--- config.mk ---
export PLATFORM = sky130hd
export DESIGN_NAME = seq_multiplier
export DESIGN_NICKNAME = d
export VERILOG_FILES = /design/src/rtl/seq_mult_pkg.sv /design/src/rtl/mult_step.sv /design/src/rtl/seq_multiplier.sv
export SDC_FILE = /design/constraint.sdc
export NUM_CORES = 1
export LEC_CHECK = 0
export BUFFER_PORTS_ARGS = -buffer_cell sky130_fd_sc_hd__buf_2
export CAP_MARGIN = 25
export CORE_MARGIN = 5
export CORE_UTILIZATION = 60
export DETAILED_ROUTE_END_ITERATION = 8
export PLACE_DENSITY = 0.83
export SYNTH_ARGS = -nofsm -noshare
export SYNTH_HDL_FRONTEND = slang
export SYNTH_SLANG_ARGS = --single-unit
--- constraint.sdc ---
create_clock -name clk -period 5.7 [get_ports clk]
set_input_delay 0.285 -clock clk [delete_from_list [all_inputs] [get_ports clk]]
set_output_delay 0.285 -clock clk [all_outputs]
set_load 0.02 [all_outputs]
--- src/rtl/seq_mult_pkg.sv ---
// Shared types and helpers for the sequential shift-and-add multiplier.
package seq_mult_pkg;

  typedef enum logic [1:0] {
    IDLE = 2'd0,
    BUSY = 2'd1,
    DONE = 2'd2
  } state_e;

  // Bit-counter width: indexes multiplier bits 0..n-1, never narrower than 1.
  function automatic int cnt_width(input int n);
    return (n <= 2) ? 1 : $clog2(n);
  endfunction

endpackage

--- src/rtl/mult_step.sv ---
// One multiplier-bit step: conditionally add the multiplicand, shifted by the bit index.
module mult_step
  import seq_mult_pkg::*;
#(
  parameter int N  = 4,
  parameter int CW = cnt_width(N)
) (
  input  logic [2*N-1:0] acc_in,
  input  logic [N-1:0]   mcand,
  input  logic           mbit,
  input  logic [CW-1:0]  shift,
  output logic [2*N-1:0] acc_out
);

  logic [2*N-1:0] addend;

  assign addend  = mbit ? ({{N{1'b0}}, mcand} << shift) : '0;
  assign acc_out = acc_in + addend;

endmodule

--- src/rtl/seq_multiplier.sv ---
// Sequential N x N multiplier, one multiplier bit per cycle, valid/ready on both sides.
// Define SEQ_MULT_SIGNED_EN to honour sgn (two's-complement via magnitudes + final negate).
//
// state | meaning
// IDLE  | in_ready=1, waiting for operands
// BUSY  | N cycles, one multiplier bit per cycle into the accumulator
// DONE  | out_valid=1, p held until out_ready
module seq_multiplier
  import seq_mult_pkg::*;
#(
  parameter int N = 4
) (
  input  logic           clk,
  input  logic           rst,
  input  logic           in_valid,
  output logic           in_ready,
  input  logic [N-1:0]   a,
  input  logic [N-1:0]   b,
  input  logic           sgn,
  output logic           out_valid,
  input  logic           out_ready,
  output logic [2*N-1:0] p
);

  localparam int CW = cnt_width(N);
  localparam logic [CW-1:0] CNT_LAST = CW'(N - 1);

  state_e         state_q;
  logic [N-1:0]   a_q, b_q;
  logic [2*N-1:0] acc_q, acc_next, p_q, p_final;
  logic [CW-1:0]  cnt_q;
  logic [N-1:0]   a_mag, b_mag;
  logic           accept;

  assign in_ready  = (state_q == IDLE);
  assign out_valid = (state_q == DONE);
  assign p         = p_q;
  assign accept    = in_valid && in_ready;

`ifdef SEQ_MULT_SIGNED_EN
  logic a_neg, b_neg, neg_q;

  assign a_neg   = sgn & a[N-1];
  assign b_neg   = sgn & b[N-1];
  assign a_mag   = a_neg ? -a : a;
  assign b_mag   = b_neg ? -b : b;
  assign p_final = neg_q ? -acc_next : acc_next;

  always_ff @(posedge clk) begin
    if (rst)         neg_q <= 1'b0;
    else if (accept) neg_q <= a_neg ^ b_neg;
  end
`else
  logic unused_sgn;

  assign unused_sgn = sgn;
  assign a_mag      = a;
  assign b_mag      = b;
  assign p_final    = acc_next;
`endif

  mult_step #(.N(N), .CW(CW)) u_step (
    .acc_in  (acc_q),
    .mcand   (a_q),
    .mbit    (b_q[cnt_q]),
    .shift   (cnt_q),
    .acc_out (acc_next)
  );

  always_ff @(posedge clk) begin
    if (rst) begin
      state_q <= IDLE;
      a_q     <= '0;
      b_q     <= '0;
      acc_q   <= '0;
      cnt_q   <= '0;
      p_q     <= '0;
    end else begin
      case (state_q)
        IDLE: begin
          if (accept) begin
            a_q     <= a_mag;
            b_q     <= b_mag;
            acc_q   <= '0;
            cnt_q   <= '0;
            state_q <= BUSY;
          end
        end
        BUSY: begin
          acc_q <= acc_next;
          cnt_q <= cnt_q + 1'b1;
          if (cnt_q == CNT_LAST) begin
            p_q     <= p_final;
            state_q <= DONE;
          end
        end
        DONE: begin
          if (out_ready) state_q <= IDLE;
        end
        default: state_q <= IDLE;
      endcase
    end
  end

endmodule

==> metrics, run 1 <==
Placement Setup Slack 2.92 ns; Mapped Cells 183; cell area after synthesis 1530 um2; WL per Instance 14.7 um; Antenna diodes 0; CP Max Fanout 16; vias in the first global route 1249; Die Footprint 3660 um2; yosys warns 0; Total Wirelength 3.37 mm; WS Path Type reg -> reg; ratio of cells with drive above 1 in the final layout 16.1%; Worst EP required 5.96 ns; drt drc 0; Max-slew headroom 59.0%; CTS buffer count 3; Port Buffers 21; clock-pin slew on the worst setup and hold paths 0.16 ns; Root Driver clkbuf_4; Achievable Freq 355 MHz; Final ANT Viol Nets 0; flops & latches, synth 28; total grt overflow 0; final worst-path cycle share 49.5%; Tightest Hold Check Type in -> reg; # setup viols final 0; PD cells 220 nW/um2; clk sinks 28; initial antenna violation count 0; worst path arrival time 3.08 ns; status finished, final reports clean; CORE AREA 2450 um2; Chip Height 60.5 um; max-slew violation count 0; Worst-Margin Slew 0.613 ns; crit path time final 2.82 ns; top_reg_cell synth dfxtp_1; Reg2Reg Setup Slack 2.88 ns; Crit Reg-Reg Startpoint cnt_q[0]$_SDFFE_PP0P_; register area share after synthesis 36.6%; H-tree depth 1; type of origin of the critical path flip-flop; chip width 60.5 um; hold slack final 0.152 ns; GRT Total Usage 20.4%; Worst Setup SP cnt_q[0]$_SDFFE_PP0P_; RSZ-0062 raised after global routing false; fin worst setup slack 2.88 ns; Resized cells post-CTS 0; clk buf depth 2; CTS tree yes; Setup TNS 0 ns; maximum VDD drop 0.000205 V; Leak 0.000710 uW; Distinct cells, synth 44; Syn Nets 205; Syn-to-layout area delta 10.2%; IO Pins 23; Post-synth EDFFs 0; FFs w/ async S/R, synth 0%; Placer Congestion 0.829; Clock Latency Late Sink 0.34 ns; Final Hold Fails 0; Mean Syn Cell Area 8.37 um2; row cnt 18; initial DRC count 58; CP Capture Type flip-flop; Initial Utilization 62.4%; first-pass GRT wire length 5.56 mm; Nets 222; # hold bufs at CTS 0; Post-CTS Setup Repair Bufs 0; CP Capture Point acc_q[7]$_SDFFE_PP0P_; largest net degree at the start of global routing 35; DR vias 1340; dpl hpwl 2.44 mm; total power 372 uW; FF-to-FF path depth 7; vias per cell 5.85; clk_skew 0.00666 ns; max_cap viols 0; Crit Reg-Reg Endpoint acc_q[7]$_SDFFE_PP0P_; drt pass-1 iters 4
==> routing by layer <==
layer	GRT usage [%]	routed length (um)
met3	1.91	115
met5	0	0
met4	9.29	64
met1	25.8	1520
met2	35.2	1670
==> report_power, final <==
part / internal [uW] / total [uW] / switching, uW
clock: 71.2 / 134 / 62.8
combinational: 11.9 / 30.0 / 18.1
sequential: 201 / 208 / 7.07
total: 284 / 372 / 87.9
==> layout by cell type, fill, tap and decap left out, types with 2 or more instances in the layout <==
cell type / Yosys / layout
a22oi_1: 3 / 3
o31ai_1: 3 / 3
nor2_1: 12 / 12
clkbuf_4: 0 / 3
o21ai_0: 5 / 5
nand2b_1: 3 / 3
nand2_1: 29 / 29
ha_1: 8 / 8
and2_1: 4 / 4
nand3_1: 4 / 4
inv_1: 5 / 5
or4_1: 2 / 2
nand3b_1: 5 / 5
a21boi_0: 2 / 2
o41ai_1: 2 / 2
or3_1: 2 / 2
buf_2: 4 / 21
mux2i_1: 4 / 4
nor3_1: 5 / 5
a211oi_1: 2 / 2
a21oi_1: 18 / 18
and3b_1: 2 / 2
nand4b_1: 2 / 2
a21o_1: 2 / 2
dfxtp_1: 28 / 28
nor2b_1: 3 / 3
o21a_1: 2 / 2
==> synth_stat cells (all sizes together), types with 2 or more instances <==
cell,n,area (um2)
or4,2,15.0
a21o,2,15.0
o41ai,2,17.5
and2,4,25.0
nand2b,3,18.8
nor2b,3,18.8
inv,5,18.8
a211oi,2,15.0
nor3,5,25.0
a21boi,2,15.0
a22oi,3,22.5
o21a,2,15.0
and3b,2,17.5
nand3,4,20.0
clkbuf,5,18.8
o21ai,5,25.0
buf,4,20.0
dfxtp,28,561
nand3b,5,37.5
nor2,12,45.0
or3,2,12.5
o31ai,3,22.5
nand4b,2,17.5
ha,8,100
nand2,29,109
a21oi,19,98.9
mux2i,4,40.0
==> worst max-delay path, cell delays in order, from the launching register on <==
cell,delay (ns)
dfxtp_1,0.66
mux4_2,0.59
and2_1,0.16
ha_1,0.34
a21oi_2,0.24
a211oi_1,0.14
or4_1,0.51
o311ai_1,0.09
==> worst min-delay path by stage <==
stage	from	to	slack, ns	cells after the start
final	a[3]	a_q[3]$_SDFFE_PP0P_	0.15	3
after global routing	b[2]	b_q[2]$_SDFFE_PP0P_	0.16	3
after CTS	a[2]	a_q[2]$_SDFFE_PP0P_	0.16	3
after detailed placement	p[4]$_SDFFE_PP0P_	p[4]$_SDFFE_PP0P_	0.45	2
after global placement	p[3]$_SDFFE_PP0P_	p[3]$_SDFFE_PP0P_	0.44	2
after floorplan	b[1]	b_q[1]$_SDFFE_PP0P_	0.42	2
==> sequential cells by signal, summed over array words and instances, names as in the netlist <==
register	flops
cnt_q	2
a_q	4
acc_q	8
p	8
b_q	4
state_q	2
==> cell type report <==
type	count	area (um2)
Timing Repair Buffer	21	105
Inverter	5	18.8
Multi-Input combinational cell	141	913
Clock inverter	1	30.0
Sequential cell	28	561
Tap cell	30	37.5
Clock buffer	3	22.5
Fill cell	224	767
==> cell families after synthesis <==
group | synth area share [%]
AO/OA/AOI/OAI | 20.8
multiplexers | 4.82
adder cells (fa/ha/maj) | 7.84
flip-flops | 36.6
buffers and inverters | 3.76
XOR/XNOR | 0.572
AND/OR/NAND/NOR | 25.7
==> per-stage QoR <==
step / instance area (um2) / util, % / cells
2_1_floorplan: 1530 / - / 183
4_1_cts: 1690 / 68.8 / 229
6_report: 1690 / 68.8 / 229
3_5_place_dp: 1640 / 66.6 / 225
3_3_place_gp: 1640 / 66.6 / 225
5_1_grt: 1690 / 68.8 / 229
Power figures use the tool's default switching activity.
==> run 2, diff against run 1 <==
--- a/config.mk
+++ b/config.mk
@@ -5,12 +5,13 @@
 export SDC_FILE = /design/constraint.sdc
 export NUM_CORES = 1
 export LEC_CHECK = 0
+export ABC_AREA = 1
 export BUFFER_PORTS_ARGS = -buffer_cell sky130_fd_sc_hd__buf_2
 export CAP_MARGIN = 25
 export CORE_MARGIN = 5
-export CORE_UTILIZATION = 60
+export CORE_UTILIZATION = 50
 export DETAILED_ROUTE_END_ITERATION = 8
-export PLACE_DENSITY = 0.83
+export PLACE_DENSITY = 0.74
 export SYNTH_ARGS = -nofsm -noshare
 export SYNTH_HDL_FRONTEND = slang
 export SYNTH_SLANG_ARGS = --single-unit
==> constraint.sdc (replaced) <==
create_clock -name clk -period 2.3 [get_ports clk]
set_input_delay 0.115 -clock clk [delete_from_list [all_inputs] [get_ports clk]]
set_output_delay 0.115 -clock clk [all_outputs]
set_load 0.02 [all_outputs]
==> run 2 against run 1 <==
Net effect:
- register-to-register slack worse by 2.7 ns
- global-route usage shrank 5.0 points
- largest power group unchanged
- clock power increased by 84%
- first-iteration DRC count decreased by 24%
- flip-flop and latch count unchanged
- total power is 150% higher
- combinational power grew to 5.1 times the previous value
- sequential power up 150%
==> metrics, run 2 <==
Synth Area in Adders 7.80% (-0.038 points); Syn-to-layout area delta 18.8%; final worst-path cycle share 92.7% (+43 points); vias per cell 4.89 (-16%); Max-slew headroom 73.5% (+14 points); Final Hold Fails 0 (unchanged); Total Wirelength 2.99 mm (-11%); Antenna diodes 0 (unchanged); Worst-Margin Slew 0.397 ns (-0.216 ns); M2 GR Usage 25.9% (-9.3 points); total power 919 uW (+150%); cell with the most instances after synthesis nand2_1; CTS buffer count 3 (unchanged); grt met3 use 3.76% (+1.8 points); initial antenna violation count 0 (unchanged); DR vias 1413 (+5.4%); most common cell after layout, fill and taps aside nand2_1; total grt overflow 0 (unchanged); clk buf depth 2 (unchanged); CORE AREA 3000 um2 (+22%); Syn Nets 248 (+21%); top area cells in the synthesized netlist dfxtp_1, nand2_1, nor2_1; Util after Layout 60.9% (-7.9 points); # setup viols final 0 (unchanged); Final ANT Viol Nets 0 (unchanged); Die Footprint 4290 um2 (+17%); worst path arrival time 2.41 ns (-0.67 ns); post-synthesis mux area share 1.30% (-3.5 points); largest family of logic cells by synthesized area simple AND/OR/NAND/NOR gates; Root Driver clkbuf_4; register area share after synthesis 36.4% (-0.18 points); drt drc 0 (unchanged); Initial Utilization 51.3% (-11 points); max-slew violation count 0 (unchanged); chip width 65.5 um (+8.2%); Distinct cells, synth 26 (-41%); Nets 279 (+26%); vias in the first global route 1296 (+3.8%); ratio of cells with drive above 1 in the final layout 22.3% (+6.2 points); Placed Area 1720 um2 (+5.2%); Tightest Hold Check Type in -> reg; IO Pins 23 (unchanged); max_cap viols 0 (unchanged); fin area 1830 um2 (+8.3%); type of origin of the critical path flip-flop; FFs w/ async S/R, synth 0% (unchanged); Leak 0.000889 uW (+25%); M1 GR Usage 19.8% (-6.1 points); cell area after synthesis 1540 um2 (+0.49%); row cnt 20 (+2); Placer Congestion 0.868 (+4.7%); fill cell count 280 (+25%); area leader, netlist dfxtp_1; status finished, final reports clean; Mean Syn Cell Area 6.81 um2 (-19%); clock-pin slew on the worst setup and hold paths 0.16 ns (about the same); dpl hpwl 2.29 mm (-5.8%); yosys warns 0 (unchanged); CP Capture Type flip-flop; initial DRC count 44 (-24%); PD cells 503 nW/um2 (+130%); most frequent cells in the layout nand2_1, nor2_1, inv_1, dfxtp_1, buf_2; Synth Area in Compound Gates 13.5% (-7.3 points); Achievable Freq 469 MHz (+32%); Min-Delay Path Depth 3 (unchanged); flops & latches, synth 28 (unchanged); Worst EP required 2.58 ns (-3.38 ns); WL per Instance 10.3 um (-30%); CTS tree yes; Clock Latency Late Sink 0.33 ns (about the same); crit path time final 2.13 ns (-0.686 ns); post-synth top area share 36.4% (-0.18 points); drt pass-1 iters 4 (unchanged); GRT Total Usage 15.4% (-5.0 points); Chip Height 65.5 um (+8.2%); top cells by count, synth nand2_1, nor2_1, dfxtp_1; FF/Latch Area 567 um2 (+1.1%); Port Buffers 21 (unchanged); maximum VDD drop 0.000435 V (+110%); clk sinks 28 (unchanged); clk_skew 0.00895 ns (+0.00229 ns); WS Path Type reg -> reg; grt peak-use layer met2; Mapped Cells 226 (+23%); post-synthesis xor/xnor area fraction 1.14% (+0.57 points); multi-input combinational cell area 877 um2 (-4.0%); top_reg_cell synth dfxtp_1; CP Max Fanout 4 (-12); RSZ-0062 raised after global routing true; largest net degree at the start of global routing 16 (-54%); first-pass GRT wire length 5.35 mm (-3.8%); Post-synth EDFFs 0 (unchanged); H-tree depth 1 (unchanged); FF-to-FF path depth 14 (+7); Post-Synth Simple-Gate Area 30.4% (+4.8 points)
[run 2: final timing paths]
kind                                       startpoint                    end  slack [ns]
worst min-delay path                             a[3]    a_q[3]$_SDFFE_PP0P_        0.02
worst max-delay path            cnt_q[0]$_SDFFE_PP0P_  acc_q[4]$_SDFFE_PP0P_        0.17
worst min register to register      p[1]$_SDFFE_PP0P_      p[1]$_SDFFE_PP0P_        0.47
worst max register to register  cnt_q[0]$_SDFFE_PP0P_  acc_q[4]$_SDFFE_PP0P_        0.17
[run 2: critical path, cell delays in order (launching register included)]
cell and delay (ns):
dfxtp_4 0.40, nor2_2 0.03, nor2_1 0.12, o21ai_2 0.08, nor3_2 0.17, ha_2 0.22
inv_2 0.04, fa_2 0.39, inv_2 0.06, nand2_2 0.04, nand2_2 0.07, and2_4 0.14
or2_0 0.10, nand3_1 0.06, a21oi_1 0.15
[run 2: final cells by class]
| cell class | instances | area share (%) |
|---|---|---|
| multi-input combinational | 162 | 48.0 |
| clock buffer | 4 | 1.98 |
| timing repair buffer | 32 | 10.6 |
| tap | 33 | 2.26 |
| inverter | 30 | 6.16 |
| sequential | 28 | 31.0 |
[run 2: cells by family after synthesis]
group / after synthesis
and+or+nand+nor: 110
AOI/OAI and AO/OA: 39
buffers and inverters: 36
xor gates and xnor gates: 2
adders and majority gates: 9
DFF: 28
muxes: 2
[run 2: stage by stage]
step / setup WS, ns / cells / setup TNS, ns / hold WS [ns]
5_1_grt: -0.0221 / 289 / -0.0364 / 0.0246
6_report: 0.167 / 289 / 0 / 0.0161
4_1_cts: 0.0142 / 288 / 0 / 0.00301
3_3_place_gp: 0.0809 / 283 / 0 / 0.360
2_1_floorplan: 0.177 / 226 / 0 / 0.184
3_5_place_dp: 0.0518 / 283 / 0 / 0.368
[run 2: what timing repair did]
action / 4_1_cts / 5_1_grt
hold endpoints to repair: 1 / 0
hold buffers: 1 / 0
gates resized for setup: 0 / 20
buffers inserted: 0 / 1
setup endpoints to repair: 0 / 12
[run 2: power breakdown]
part | switching, uW | leakage, uW | internal [uW]
Sequential | 14.5 | 0.000229 | 504
Combinational | 88.7 | 0.000638 | 65.0
Clock | 150 | 0.0000210 | 97.0
[run 2: layer usage]
metal / routed length (um) / part of all wire (%) / vias up
li1: - / - / 776
met1: 1460 / 49 / 619
met2: 1410 / 47 / 16
met3: 100 / 3.3 / 2
met4: 19 / 0.64 / 0
met5: 0 / 0 / -
==> run 3, diff against run 2 <==
--- a/config.mk
+++ b/config.mk
@@ -8,10 +8,12 @@
 export ABC_AREA = 1
 export BUFFER_PORTS_ARGS = -buffer_cell sky130_fd_sc_hd__buf_2
 export CAP_MARGIN = 25
+export CELL_PAD_IN_SITES_DETAIL_PLACEMENT = 2
+export CELL_PAD_IN_SITES_GLOBAL_PLACEMENT = 2
 export CORE_MARGIN = 5
-export CORE_UTILIZATION = 50
+export CORE_UTILIZATION = 28
 export DETAILED_ROUTE_END_ITERATION = 8
-export PLACE_DENSITY = 0.74
+export PLACE_DENSITY_LB_ADDON = 0.1
 export SYNTH_ARGS = -nofsm -noshare
 export SYNTH_HDL_FRONTEND = slang
 export SYNTH_SLANG_ARGS = --single-unit
==> run 3 against run 2 <==
Net effect:
- sequential power is essentially flat
- clock power increased by 60%
- combinational power rose by 12%
- critical path depth fell by 1
- routed wire length up 42%
- final cell count rose by 14%
- first-iteration DRC count shrank 61%
- clock skew up 0.00066 ns
- flip-flop and latch count is the same
- worst setup slack got worse by 0.0023 ns
- highest routed layer unchanged
==> metrics, run 3 (same netlist as run 2, synthesis figures left out) <==
ratio of cells with drive above 1 in the final layout 25.2% (+2.9 points); max_cap viols 0 (unchanged); Final ANT Viol Nets 0 (unchanged); maximum VDD drop 0.000282 V (-35%); fin area 1980 um2 (+8.5%); Antenna diodes 0 (unchanged); CP Max Fanout 7 (+3); vias per cell 4.55 (-6.8%); clk_skew 0.00961 ns (+0.000663 ns); worst path arrival time 2.33 ns (-0.08 ns); most common cell after layout, fill and taps aside nand2_1; Leak 0.000912 uW (+2.6%); Placement Setup Slack 0.0136 ns (-0.0382 ns); total grt overflow 0 (unchanged); first-pass GRT wire length 7.19 mm (+34%); Initial Utilization 28.3% (-23 points); CP Capture Type flip-flop; Clock Latency Late Sink 0.28 ns (-0.05 ns); Max-slew headroom 69.8% (-3.7 points); H-tree depth 1 (unchanged); WL per Instance 12.9 um (+25%); Worst-Margin Slew 0.453 ns (+0.0560 ns); PD cells 549 nW/um2 (+9.1%); most frequent cells in the layout nand2_1, nor2_1, dfxtp_1, inv_1, buf_2; RSZ-0062 raised after global routing true; final worst-path cycle share 92.8% (+0.10 points); fin worst setup slack 0.165 ns (-0.00230 ns); fill cell count 655 (+130%); M1 GR Usage 15.1% (-4.6 points); clk sinks 28 (unchanged); Achievable Freq 468 MHz (-0.11%); vias in the first global route 1594 (+23%); Syn-to-layout area delta 28.9%; # setup viols final 0 (unchanged); type of origin of the critical path flip-flop; GRT Total Usage 12.2% (-3.2 points); Nets 281 (+0.72%); initial antenna violation count 0 (unchanged); Port Buffers 21 (unchanged); WS Path Type reg -> reg; initial DRC count 17 (-61%); Final Hold Fails 0 (unchanged); DR vias 1503 (+6.4%); crit path time final 2.14 ns (+0.00230 ns); Die Footprint 7080 um2 (+65%); dpl hpwl 3.41 mm (+49%); grt peak-use layer met2; Total Wirelength 4.25 mm (+42%); Chip Height 84.1 um (+28%); # hold bufs at CTS 0 (-1); chip width 84.1 um (+28%); Worst EP required 2.49 ns (-0.09 ns); M2 GR Usage 22.6% (-3.3 points); drt drc 0 (unchanged); CORE AREA 5440 um2 (+81%); max-slew violation count 0 (unchanged); row cnt 27 (+35%); drt pass-1 iters 4 (unchanged); CTS buffer count 3 (unchanged); status finished, final reports clean; largest net degree at the start of global routing 17 (+1); grt met3 use 1.77% (-2.0 points); Placer Congestion 0.758 (-13%); Util after Layout 36.5% (-24 points); IO Pins 23 (unchanged); clk buf depth 2 (unchanged); Root Driver clkbuf_8; Placed Area 1790 um2 (+4.1%); clock-pin slew on the worst setup and hold paths 0.11 ns (-0.05 ns); CTS tree yes; Tightest Hold Check Type in -> reg
[run 3: path summary, 6_finish.rpt]
| path | slack, ns | startpoint | endpoint | depth (start not counted) |
|---|---|---|---|---|
| hold reg to reg | 0.47 | p[1]$_SDFFE_PP0P_ | p[1]$_SDFFE_PP0P_ | 2 |
| setup / recovery | 0.16 | cnt_q[0]$_SDFFE_PP0P_ | p[5]$_SDFFE_PP0P_ | 13 |
| setup reg to reg | 0.16 | cnt_q[0]$_SDFFE_PP0P_ | p[5]$_SDFFE_PP0P_ | 13 |
| hold / removal | 0.08 | b[0] | b_q[0]$_SDFFE_PP0P_ | 3 |
[run 3: metal layers]
| layer | share of wire [%] | wire, um |
|---|---|---|
| met1 | 46 | 1950 |
| met2 | 51 | 2170 |
| met3 | 2.0 | 87 |
| met4 | 0.92 | 39 |
| met5 | 0 | 0 |
[run 3: repair_timing]
item / 4_1_cts / 5_1_grt
buffers inserted: 0 / 1
pin swaps: 1 / 8
gates resized for setup: 2 / 29
setup endpoints to repair: 1 / 11
[run 3: through the flow]
stage / std cells / power, uW / TNS (ns) / hold slack [ns]
after global routing: 330 / 1160 / -0.105 / 0.0915
after global placement: 325 / 679 / 0 / 0.362
after CTS: 329 / 1090 / 0 / 0.0754
after detailed placement: 325 / 681 / 0 / 0.377
after floorplan: 226 / 622 / 0 / 0.184
final: 330 / 1090 / 0 / 0.0809
[run 3: power by group]
| part | switching, uW | internal [uW] |
|---|---|---|
| Sequential | 16.6 | 503 |
| Clock | 162 | 233 |
| Combinational | 101 | 72.3 |
| Total | 280 | 809 |
[run 3: layout make-up]
type                       instances  area (um2)  share of cell area [%]
tap                               72        90.1                    4.54
clock buffer                       3        41.3                    2.08
clock inverter                     1        30.0                    1.51
inverter                          30         113                    5.68
multi-input combinational        162         933                    47.1
timing repair buffer              34         210                    10.6
sequential                        28         566                    28.5
[run 3: critical path, stage by stage, from the launching register on]
cell and delay (ns):
dfxtp_4 0.38, buf_8 0.14, mux2i_4 0.24, o21ai_0 0.12
nand2_1 0.08, inv_1 0.04, ha_1 0.33, or2_4 0.26
nand3b_1 0.11, nand3_1 0.10, nand2_1 0.11, nand2_1 0.05
nand2_1 0.06, inv_1 0.03
